### src/rtl/free_list.sv
// Physical-register free list for rename: a circular buffer of free tags with a
// speculative pop head, a retirement head for mispredict recovery, and a push tail.
module free_list #(
    parameter int N_WAY    = 2,
    parameter int CDB_BITS = 6,
    parameter int XLEN     = 32,
    parameter int PRF_SIZE = 64,
    parameter int FL_DEPTH = 32
) (
    input  logic                           clock,
    input  logic                           reset,
    input  logic [N_WAY-1:0]               dis_req,
    input  logic [N_WAY-1:0]               retire_valid,
    input  logic [N_WAY-1:0][CDB_BITS-1:0] retire_told,
    input  logic                           branch_haz,
    output logic [N_WAY-1:0][CDB_BITS-1:0] pr_freelist,
    output logic [$clog2(FL_DEPTH):0]      free_count,
    output logic                           fl_overflow
);
    localparam int PW  = $clog2(FL_DEPTH);
    localparam int CW  = PW + 1;
    localparam int CAP = PRF_SIZE - 1 - XLEN;

    typedef logic [PW-1:0] ptr_t;
    typedef logic [CW-1:0] cnt_t;
    typedef logic [CW:0]   spc_t;

    logic [CDB_BITS-1:0] slot_q [FL_DEPTH];
    logic [CDB_BITS-1:0] slot_d [FL_DEPTH];
    ptr_t head_q, head_d;
    ptr_t rhead_q, rhead_d;
    ptr_t tail_q, tail_d;
    cnt_t count_q, count_d;
    logic overflow_q, overflow_d;

    cnt_t reqs, pops, pops_eff, pushes;
    spc_t space;
    ptr_t rd_idx, wr_idx;

    // Lane n reads at head + (requests in lower lanes); once the list runs dry
    // every later requesting lane sees 0 and must stall.
    always_comb begin
        // NOTE: every always_comb output gets a default first so no latch is inferred.
        reqs        = '0;
        pops        = '0;
        rd_idx      = '0;
        pr_freelist = '0;
        for (int n = 0; n < N_WAY; n++) begin
            if (dis_req[n]) begin
                if (reqs < count_q) begin
                    rd_idx         = head_q + reqs[PW-1:0];
                    pr_freelist[n] = slot_q[rd_idx];
                    pops           = pops + cnt_t'(1);
                end
                reqs = reqs + cnt_t'(1);
            end
        end
    end

    always_comb begin
        pops_eff   = branch_haz ? cnt_t'(0) : pops;
        space      = spc_t'(CAP) - {1'b0, count_q} + {1'b0, pops_eff};
        pushes     = '0;
        wr_idx     = '0;
        overflow_d = overflow_q;
        slot_d     = slot_q;
        // Told 0 means "no tag" and is never released; excess pushes are dropped.
        for (int n = 0; n < N_WAY; n++) begin
            if (retire_valid[n] && (retire_told[n] != '0)) begin
                if ({1'b0, pushes} < space) begin
                    wr_idx         = tail_q + pushes[PW-1:0];
                    slot_d[wr_idx] = retire_told[n];
                    pushes         = pushes + cnt_t'(1);
                end else begin
                    overflow_d = 1'b1;
                end
            end
        end

        rhead_d = rhead_q + pushes[PW-1:0];
        tail_d  = tail_q + pushes[PW-1:0];
        if (branch_haz) begin
            // Everything between the retirement head and the tail is free again.
            head_d  = rhead_d;
            count_d = {1'b0, tail_d - rhead_d};
        end else begin
            head_d  = head_q + pops[PW-1:0];
            count_d = count_q + pushes - pops;
        end
    end

    always_ff @(posedge clock) begin
        if (reset) begin
            // NOTE: the slot array is reset on purpose: the reset image defines the initial free tags.
            for (int i = 0; i < FL_DEPTH; i++) begin
                slot_q[i] <= (i < CAP) ? CDB_BITS'(XLEN + 1 + i) : '0;
            end
            head_q     <= '0;
            rhead_q    <= '0;
            tail_q     <= ptr_t'(CAP);
            count_q    <= cnt_t'(CAP);
            overflow_q <= 1'b0;
        end else begin
            // NOTE: state registers use non-blocking assignment so all flops update together.
            slot_q     <= slot_d;
            head_q     <= head_d;
            rhead_q    <= rhead_d;
            tail_q     <= tail_d;
            count_q    <= count_d;
            overflow_q <= overflow_d;
        end
    end

    assign free_count  = count_q;
    assign fl_overflow = overflow_q;

endmodule

### config.mk
export PLATFORM = sky130hd
export DESIGN_NAME = free_list
export DESIGN_NICKNAME = d
export VERILOG_FILES = /design/src/rtl/free_list.sv
export SDC_FILE = /design/constraint.sdc
export NUM_CORES = 1
export LEC_CHECK = 0
export BUFFER_PORTS_ARGS = -buffer_cell sky130_fd_sc_hd__buf_2
export CORE_UTILIZATION = 43
export DETAILED_ROUTE_END_ITERATION = 10
export GPL_ROUTABILITY_DRIVEN = 0
export PLACE_DENSITY = 0.61
export SETUP_SLACK_MARGIN = 0.1
export SLEW_MARGIN = 20
export SYNTH_ARGS = -nofsm -noshare
export SYNTH_HDL_FRONTEND = slang
export SYNTH_SLANG_ARGS = --single-unit
### constraint.sdc
create_clock -name clock -period 10.5 [get_ports clock]
set_clock_uncertainty 0.15 [all_clocks]
set_input_delay 1.575 -clock clock [delete_from_list [all_inputs] [get_ports clock]]
set_output_delay 1.575 -clock clock [all_outputs]
set_load 0.05 [all_outputs]
# Word-level counts from Yosys, hierarchy flattened
# Cells that the tools add are included.
[totals]
ff_bits = 214
in_bits = 19
output_inout_bits = 19
elab_cells = 107
[classes]
add_sub_neg = 12
n_lt_le_gt_ge = 10
mux = 36
bitwise_logic = 4
n_reduce_logical = 7
[ops]
columns = ["operator", "n"]
rows = [
  ["two-way mux 192 bit", 4],
  ["bitwise mux 192 bit", 2],
  ["two-way mux 6 bit", 15],
  ["binary-select mux 6 bit (select 5 bit)", 2],
  ["demux 6 bit (select 5 bit)", 2],
  ["adder 5 bit", 5],
  [">= comparator 6 bit (second input constant)", 4],
  ["NOT 5 -> 6 bit", 4],
  ["adder 6 x 1 -> 6 bit (second input constant)", 2],
  ["< comparator 6 x 1 -> 1 bit (second input constant)", 2],
  ["nonzero test 6 bit", 2],
  ["two-way mux 5 bit", 2],
  ["two-way mux 1 bit", 9],
  ["adder 7 x 6 -> 7 bit", 1],
  ["< comparator 1 x 7 -> 1 bit (first input constant)", 1],
  ["< comparator 6 x 7 -> 1 bit", 1],
  ["subtractor 5 x 6 -> 7 bit (first input constant)", 1],
  ["adder 6 bit", 1],
  ["< comparator 1 x 6 -> 1 bit (first input constant)", 1],
  ["< comparator 6 bit", 1],
  ["subtractor 6 bit", 1],
  ["subtractor 5 bit", 1],
  ["logical AND 1 bit", 4],
  ["OR reduction 2 bit", 1],
]

# Longest topological paths before layout
# Gate-level depths: netlist of the first run.
[depth]
ltp_word = 20
ltp_mapped = 31

# Worst setup path before layout of the first run
# Ideal clock, no wire load.
[synth_timing]
kind = "input-to-reg"
from = "in dis_req[0]"
to = "reg count_q[4], in the netlist free_count[4]"
arrival_time_ps = 6975
t_required_ps = 10230
setup_slack_ps = 3255
path_stages = 26
path_buffers = 2
cell_sequence = "o21ai_1 inv_1 ha_1 nand2_1 o21ai_0 nor2b_1 ha_1 fa_1 and3b_1 a31oi_1 a2111oi_4 buf_6 buf_4 a21oi_1 ha_1 mux2i_1 inv_1 ha_1 fa_1 xnor2_1 ha_1 a21o_1 a21oi_1 xnor2_1 xnor2_1 a211o_1"
[synth_between]
elab_chain_cells = 15
[synth_rtl]
columns = ["item", "line", "text"]
rows = [
  ["from (decl)", "12", "input logic [N_WAY-1:0] dis_req,"],
  ["two-way mux 1 bit", "49", "if (dis_req[n]) begin"],
  ["adder 6 x 1 -> 6 bit / < comparator 6 bit (equally long branches)", "53, 50", ""],
  ["two-way mux 6 bit", "50", "if (reqs < count_q) begin"],
  ["two-way mux 6 bit (*)", "49", ""],
  ["two-way mux 6 bit", "61", "pops_eff = branch_haz ? cnt_t'(0) : pops;"],
  ["adder 7 x 6 -> 7 bit", "62", "space = spc_t'(CAP) - {1'b0, count_q} + {1'b0, pops_eff};"],
  ["< comparator 1 x 7 -> 1 bit", "70", "if ({1'b0, pushes} < space) begin"],
  ["two-way mux 1 bit", "70", ""],
  ["two-way mux 1 bit", "69", "if (retire_valid[n] && (retire_told[n] != '0)) begin"],
  ["adder 6 x 1 -> 6 bit / < comparator 6 x 7 -> 1 bit (equally long branches)", "73, 70", ""],
  ["two-way mux 6 bit", "70", ""],
  ["two-way mux 6 bit", "69", ""],
  ["adder 6 bit (tied with other cells)", "88", "count_d = count_q + pushes - pops;"],
  ["subtractor 6 bit / subtractor 5 bit (equally long branches)", "88, 85", ""],
  ["two-way mux 5 bit (*)", "82", "if (branch_haz) begin"],
  ["to (signal assigned)", "101", "count_q <= cnt_t'(CAP);"],
  ["to (signal assigned)", "109", "count_q <= count_d;"],
  ["to (decl)", "33", "cnt_t count_q, count_d;"],
]
# Mark *: on every way between the ends. The rest lies on a longest branch, timed or not.
# A chain may end at the register's enable or synchronous reset.

# Worst setup path after layout of the first run
# Ends and elaborated chain as after synthesis.

==> results of run 1 <==
==> worst max-delay path by stage <==
stage / from / to / slack, ns / cells past startpoint
finish: dis_req[0] / free_count[4] / 3.03 / 26
global route: free_count[2] / free_count[4] / 2.57 / 28
CTS: dis_req[0] / free_count[4] / 3.05 / 26
detailed placement: dis_req[0] / free_count[4] / 2.48 / 26
global placement: dis_req[0] / free_count[4] / 2.61 / 26
floorplan: dis_req[0] / free_count[4] / 3.25 / 26
==> cell usage after synthesis (12+ instances only) <==
cell and n:
sky130_fd_sc_hd__dfxtp_1 214, sky130_fd_sc_hd__mux4_2 120, sky130_fd_sc_hd__nor2_1 120, sky130_fd_sc_hd__a22oi_1 116, sky130_fd_sc_hd__clkbuf_1 92, sky130_fd_sc_hd__mux2i_1 80, sky130_fd_sc_hd__a221oi_1 74, sky130_fd_sc_hd__nor3_1 65
sky130_fd_sc_hd__nor2b_1 46, sky130_fd_sc_hd__a32oi_1 45, sky130_fd_sc_hd__nand2_1 32, sky130_fd_sc_hd__o211ai_1 30, sky130_fd_sc_hd__inv_1 28, sky130_fd_sc_hd__ha_1 27, sky130_fd_sc_hd__buf_1 25, sky130_fd_sc_hd__a211oi_1 23
sky130_fd_sc_hd__a21oi_1 17, sky130_fd_sc_hd__nand3_1 17, sky130_fd_sc_hd__a211oi_2 15, sky130_fd_sc_hd__and2_1 14, sky130_fd_sc_hd__xnor2_1 12
==> cell families after synthesis <==
kind of cell,after synthesis
AOI/OAI and AO/OA,392
xor gates and xnor gates,21
adders and majority gates,35
buffers and inverters,163
DFF,214
muxes,202
and+or+nand+nor,324
==> per-layer routing <==
metal	share of wire [%]	global-route usage, %	up-vias	routed length [µm]
met5	0.067	0	-	36
met4	6.3	17.3	2	3410
met3	12	9.02	193	6400
met2	42	47.6	825	23000
met1	39	43.0	6234	21300
li1	-	-	5346	-
==> worst reg2reg max path: cells and delay by family, from the launching register on <==
| family | cells | cell delay [ns] |
|---|---|---|
| AND/OR/NAND/NOR | 4 | 0.60 |
| adder cells (fa/ha/maj) | 8 | 2.49 |
| XOR/XNOR | 3 | 0.51 |
| flip-flops | 1 | 0.38 |
| AO/OA/AOI/OAI | 8 | 1.91 |
| multiplexers | 1 | 0.27 |
| buffers and inverters | 4 | 1.03 |
==> sequential cells by signal, summed over array words and instances, names as in the netlist <==
signal / count
fl_overflow: 1
free_count: 6
head_q: 5
rhead_q: 5
slot_q: 192
tail_q: 5
==> through the flow <==
| stage | utilization (%) | hold WS (ns) |
|---|---|---|
| floorplan | - | 0.305 |
| global placement | 45.5 | 0.294 |
| detailed placement | 45.5 | 0.304 |
| CTS | 47.9 | 0.318 |
| global route | 48.0 | 0.350 |
| finish | 48.0 | 0.311 |
==> area by class of cell <==
| type | instances | area, µm² | area share, % |
|---|---|---|---|
| tap | 435 | 544 | 3.56 |
| sequential | 214 | 4290 | 28.0 |
| clock inverter | 8 | 45.0 | 0.294 |
| multi-input combinational | 974 | 9190 | 60.0 |
| clock buffer | 37 | 721 | 4.71 |
| inverter | 29 | 109 | 0.711 |
| antenna | 1 | 2.50 | 0.0164 |
| timing repair buffer | 66 | 405 | 2.65 |
==> power groups by stage <==
| stage | sequential [mW] | clock, mW | combinational, mW |
|---|---|---|---|
| 2_1_floorplan | 1.03 | 0 | 1.57 |
| 3_3_place_gp | 1.07 | 0 | 2.09 |
| 3_5_place_dp | 1.07 | 0 | 2.10 |
| 4_1_cts | 1.06 | 0.847 | 2.11 |
| 5_1_grt | 1.07 | 0.879 | 2.27 |
| 6_report | 1.06 | 0.848 | 2.16 |
==> impl_metrics.yaml, run 1 <==
hold_path:
  hold_path_depth: 2
  holdPathEnd: "fl_overflow"
  hp_class: "reg2reg"
  worstHoldStart: "fl_overflow"
placed_design:
  pre_cts_ws_ns: 2.48
  hpwlAfterDp_um: 36400
  portBuffers: 37
  dp_cells: 1718
  post_dp_cell_area_um2: 14500
setup_path:
  ff2ff_path_depth: 28
  worst-endpoint-required_ns: 10.80
  ff_to_ff_end: "free_count[4]"
  buffering_stage_count_on_the_worst_path_with_inverters_included: 4
  worst_path_max_fanout: 43
  worstSetupStartpointType: "input pin"
  critPathCaptureType: "register"
  regToRegSetupSlack_ns: 3.09
  critical_path_arrival_ns: 7.77
  critPathMostFrequentCell: "sky130_fd_sc_hd__ha_1"
  max_stage_delay_ns: 0.64
  critical-path-top-delay-family: "adder cells"
  critical_path.slowest_cell: "sky130_fd_sc_hd__buf_4"
  crit_type: "in2reg"
  reg2reg_from: "free_count[2]"
timing:
  clock.fmax_mhz: 134
  report.final.slew_viol_count: 0
  fin_ws_ns: 3.03
  finalHoldViolations: 0
  setup-tns-final_ns: 0
  final-setup-viol-count: 0
  timing.final.crit_share_pct: 71.2
  worst_slew_pin_slew_ns: 1.10
  rsz0062_at_grt: "false"
  relative_max_transition_margin_pct: 26.4
  layout_min_cycle_time_ns: 7.47
global_routing:
  antenna_violations_before_repair: 2
  grt_pass1_vias: 12100
  maximum_number_of_pins_on_one_net_before_global_route_repair: 67
  grt_overflow: 0
  grt_use_total_pct: 32.3
  grt_first_pass_wirelength_um: 80200
routing:
  drt_iter0_markers: 1909
  drt_pre_antenna_iters: 6
  drcViolationCount: 0
  drt-vias-per-instance: 7.14
  drt-wirelength-per-cell_um: 30.7
  vias: 12600
  ant_nets: 0
  drt_wl_total_um: 54100
synth:
  synth.area.mux_share_pct: 25.1
  synth_enable_flop_cells: 0
  synth_area_leader_cell: "sky130_fd_sc_hd__dfxtp_1"
  synth-adder-area-share_pct: 3.47
  seq_area_frac_synth_pct: 30.5
  ys.warnings.count: 0
  synth_compound_gate_area_share_pct: 23.9
  synth.top_cell.area_share_pct: 30.5
  mappedNetlistArea_um2: 14100
  yosys.area_share.simple_pct: 11.1
  dominantRegCellSynth: "sky130_fd_sc_hd__dfxtp_1"
  synth_cell_types: 70
  synthesis.area_per_instance_um2: 10.4
  async_reset_ff_share_pct: 0
  synth_xor_area_share_pct: 1.31
  synth_seq_cells: 214
  largest_family_of_logic_cells_by_synthesized_area: "multiplexers"
  netlist_top_cells_area: "sky130_fd_sc_hd__dfxtp_1 30%, sky130_fd_sc_hd__mux4_2 19%, sky130_fd_sc_hd__a22oi_1 6.2%"
  synth_cells: 1351
  synthesized_net_count: 1404
power_and_ir_drop:
  ir_worst_vdd_mv: 0.188
  internal_power_mw: 2.21
  p_seq_share_pct: 26.1
  p_leak_nw: 5.40
  comb_pwr_share_pct: 53.1
  power_switching_share_pct: 45.8
  share_of_total_power_in_the_clock_network_pct: 20.8
  p_sw_mw: 1.87
  post-layout-total-power_mw: 4.07
  power.density_cell_area_nw_per_um2: 266
die:
  io_pins: 38
  placement_rows: 65
  fp.dieArea_um2: 33400
  die_x_um: 183
  die_height_um: 183
  initial_utilization_pct: 44.1
  core_area_um2: 31900
status:
  run_status: "complete, no violations"
clock_network:
  cts.htree.levels: 1
  tritoncts.num_buffers: 25
  max-clock-path-buffers: 3
  clk_pin_slew_ns: 0.06
  cts_hold_buf: 0
  cts_repair_resize_count: 0
  clock_sink_count: 214
  ctsRootBufferMaster: "sky130_fd_sc_hd__clkbuf_16"
  post-cts-setup-buffers: 0
  clk_latency_ns: 0.56
  tritoncts_clock_tree: "done"
cells_and_area:
  mostFrequentLayoutCells: "212 x sky130_fd_sc_hd__dfxtp_1, 120 x sky130_fd_sc_hd__mux4_2, 118 x sky130_fd_sc_hd__nor2_1, 116 x sky130_fd_sc_hd__a22oi_1, 80 x sky130_fd_sc_hd__mux2i_1"
  layout.nets: 1363
  fill_cell_total_of_the_finished_layout: 2946
  syn2layout_area_growth_pct: 8.78
  mostFrequentLayoutCell: "sky130_fd_sc_hd__dfxtp_1"
  layout-drive-gt1-share_pct: 21.2
  final_cell_count_no_fill: 1764
  final_area_um2: 15300
run:
  drv_cap: 0
Note: power is estimated with default switching activity, not from simulation.
==> run 2, diff against run 1 <==
==> constraint.sdc (replaced) <==
create_clock -name clock -period 7.4 [get_ports clock]
set_clock_uncertainty 0.15 [all_clocks]
set_input_delay 1.11 -clock clock [delete_from_list [all_inputs] [get_ports clock]]
set_output_delay 1.11 -clock clock [all_outputs]
set_load 0.05 [all_outputs]
==> run 2 against run 1 <==
Clock-buffer cell count decreased by 1; routed wire length up 2.2%; critical path type is now reg2reg; global-route usage increased by 0.53 points; non-clock buffer count increased by 13; sequential share of layout area shrank 0.27 points; sequential power rose by 39%; register-to-register slack lost 2.1 ns.
==> impl_metrics.yaml, run 2 (synthesis results as in run 1) <==
routing:
  drt-wirelength-per-cell_um: 31.1
  vias: 12900
  drt_pre_antenna_iters: 7
  drt_iter0_markers: 2031
  drt_wl_total_um: 55300
  drt-vias-per-instance: 7.26
  ant_nets: 0
  drcViolationCount: 0
power_and_ir_drop:
  ir_worst_vdd_mv: 0.218
  p_leak_nw: 5.49
  post-layout-total-power_mw: 5.93
  power.density_cell_area_nw_per_um2: 384
hold_path:
  hp_class: "reg2reg"
die:
  die_x_um: 183
  initial_utilization_pct: 44.1
  fp.dieArea_um2: 33400
  core_area_um2: 31900
  io_pins: 38
  die_height_um: 183
  placement_rows: 65
clock_network:
  cts_hold_buf: 0
  ctsRootBufferMaster: "sky130_fd_sc_hd__clkbuf_16"
  cts_repair_resize_count: 0
  cts.htree.levels: 1
  post-cts-setup-buffers: 0
  tritoncts.num_buffers: 25
  clk_pin_slew_ns: 0.06
  clk_latency_ns: 0.54
  clock_sink_count: 214
  max-clock-path-buffers: 3
  tritoncts_clock_tree: "done"
setup_path:
  worst-endpoint-required_ns: 7.68
  crit_type: "reg2reg"
  worst_path_max_fanout: 8
  critPathMostFrequentCell: "sky130_fd_sc_hd__ha_1"
  critPathCaptureType: "register"
  critical_path.slowest_cell: "sky130_fd_sc_hd__fa_1"
  critical_path_arrival_ns: 6.73
  max_stage_delay_ns: 0.44
  worstSetupStartpointType: "register"
timing:
  report.final.slew_viol_count: 0
  finalHoldViolations: 0
  worst_slew_pin_slew_ns: 1.16
  rsz0062_at_grt: "false"
  timing.final.crit_share_pct: 87.2
  setup-tns-final_ns: 0
  final-setup-viol-count: 0
  clock.fmax_mhz: 155
  relative_max_transition_margin_pct: 22.3
  fin_ws_ns: 0.950
  layout_min_cycle_time_ns: 6.45
global_routing:
  grt_use_total_pct: 32.9
  grt_pass1_vias: 12100
  global_route.peak_usage_layer: "met2"
  use_met1_pct: 43.7
  antenna_violations_before_repair: 0
  maximum_number_of_pins_on_one_net_before_global_route_repair: 63
  grt_first_pass_wirelength_um: 81400
  met3_usage_pct: 8.28
  use_met2_pct: 48.9
  grt_overflow: 0
cells_and_area:
  layout.nets: 1376
  syn2layout_area_growth_pct: 9.85
  mostFrequentLayoutCells: "212 x sky130_fd_sc_hd__dfxtp_1, 120 x sky130_fd_sc_hd__mux4_2, 119 x sky130_fd_sc_hd__nor2_1, 116 x sky130_fd_sc_hd__a22oi_1, 80 x sky130_fd_sc_hd__mux2i_1"
  fill_cell_total_of_the_finished_layout: 2957
  flip_flop_count_of_the_largest_register_after_layout: 192
  diodes: 0
  max_flop_register: "slot_q"
  final_cell_count_no_fill: 1776
  layout-drive-gt1-share_pct: 22.1
  mostFrequentLayoutCell: "sky130_fd_sc_hd__dfxtp_1"
placed_design:
  pre_cts_ws_ns: 0.658
  dp_cells: 1731
  portBuffers: 37
  hpwlAfterDp_um: 37000
run:
  drv_cap: 0
status:
  run_status: "complete, no violations"
[run 2: cell types whose count changed in the layout (fill, tap and decap cells not counted), sizes merged]
cell,change
bufinv,+2
diode,-1
buf,+13
inv,-1
clkbuf,-1
[run 2: power by group]
| part | switching, mW | leakage [nW] | internal [mW] |
|---|---|---|---|
| logic | 2.02 | 3.34 | 1.18 |
| clock network | 0.514 | 0.413 | 0.749 |
| registers | 0.166 | 1.74 | 1.30 |
| total | 2.70 | 5.49 | 3.23 |
[run 2: final cells by class]
type	instances	area [µm²]	share of cell area, %
multi-input combinational	974	9180	59.4
sequential	214	4290	27.8
clock buffer	36	727	4.70
tap	435	544	3.52
timing repair buffer	79	503	3.26
inverter	29	109	0.704
clock inverter	9	98.8	0.640
[run 2: worst max-delay path: cells and delay by family, from the launching register on]
family          cells  cell delay (ns)
fa+ha+maj           8             2.43
xor+xnor            3             0.49
flops               1             0.38
mux                 1             0.22
simple gates        4             0.59
buf+inv             4             0.50
compound gates      8             1.56
[run 2: metal layers]
| metal | part of all wire [%] | wire length [µm] | vias to the layer above |
|---|---|---|---|
| met1 | 38 | 21200 | 6300 |
| met3 | 13 | 7000 | 213 |
| li1 | - | - | 5376 |
| met2 | 43 | 23500 | 1003 |
| met4 | 6.5 | 3590 | 0 |
| met5 | 0 | 0 | - |
[run 2: worst paths after layout]
kind | slack, ns | depth (start not counted) | endpoint | startpoint
max | 0.95 | 28 | free_count[4] | free_count[2]
min | 0.31 | 2 | fl_overflow | fl_overflow
max reg2reg | 0.95 | 28 | free_count[4] | free_count[2]
min reg2reg | 0.31 | 2 | fl_overflow | fl_overflow
[run 2: stage by stage]
| step | cell area (µm²) | hold slack [ns] | utilization, % |
|---|---|---|---|
| after floorplan | 14100 | 0.305 | - |
| after global placement | 14600 | 0.296 | 45.9 |
| after detailed placement | 14600 | 0.305 | 45.9 |
| after CTS | 15400 | 0.318 | 48.5 |
| after global routing | 15500 | 0.371 | 48.5 |
| final | 15500 | 0.313 | 48.5 |
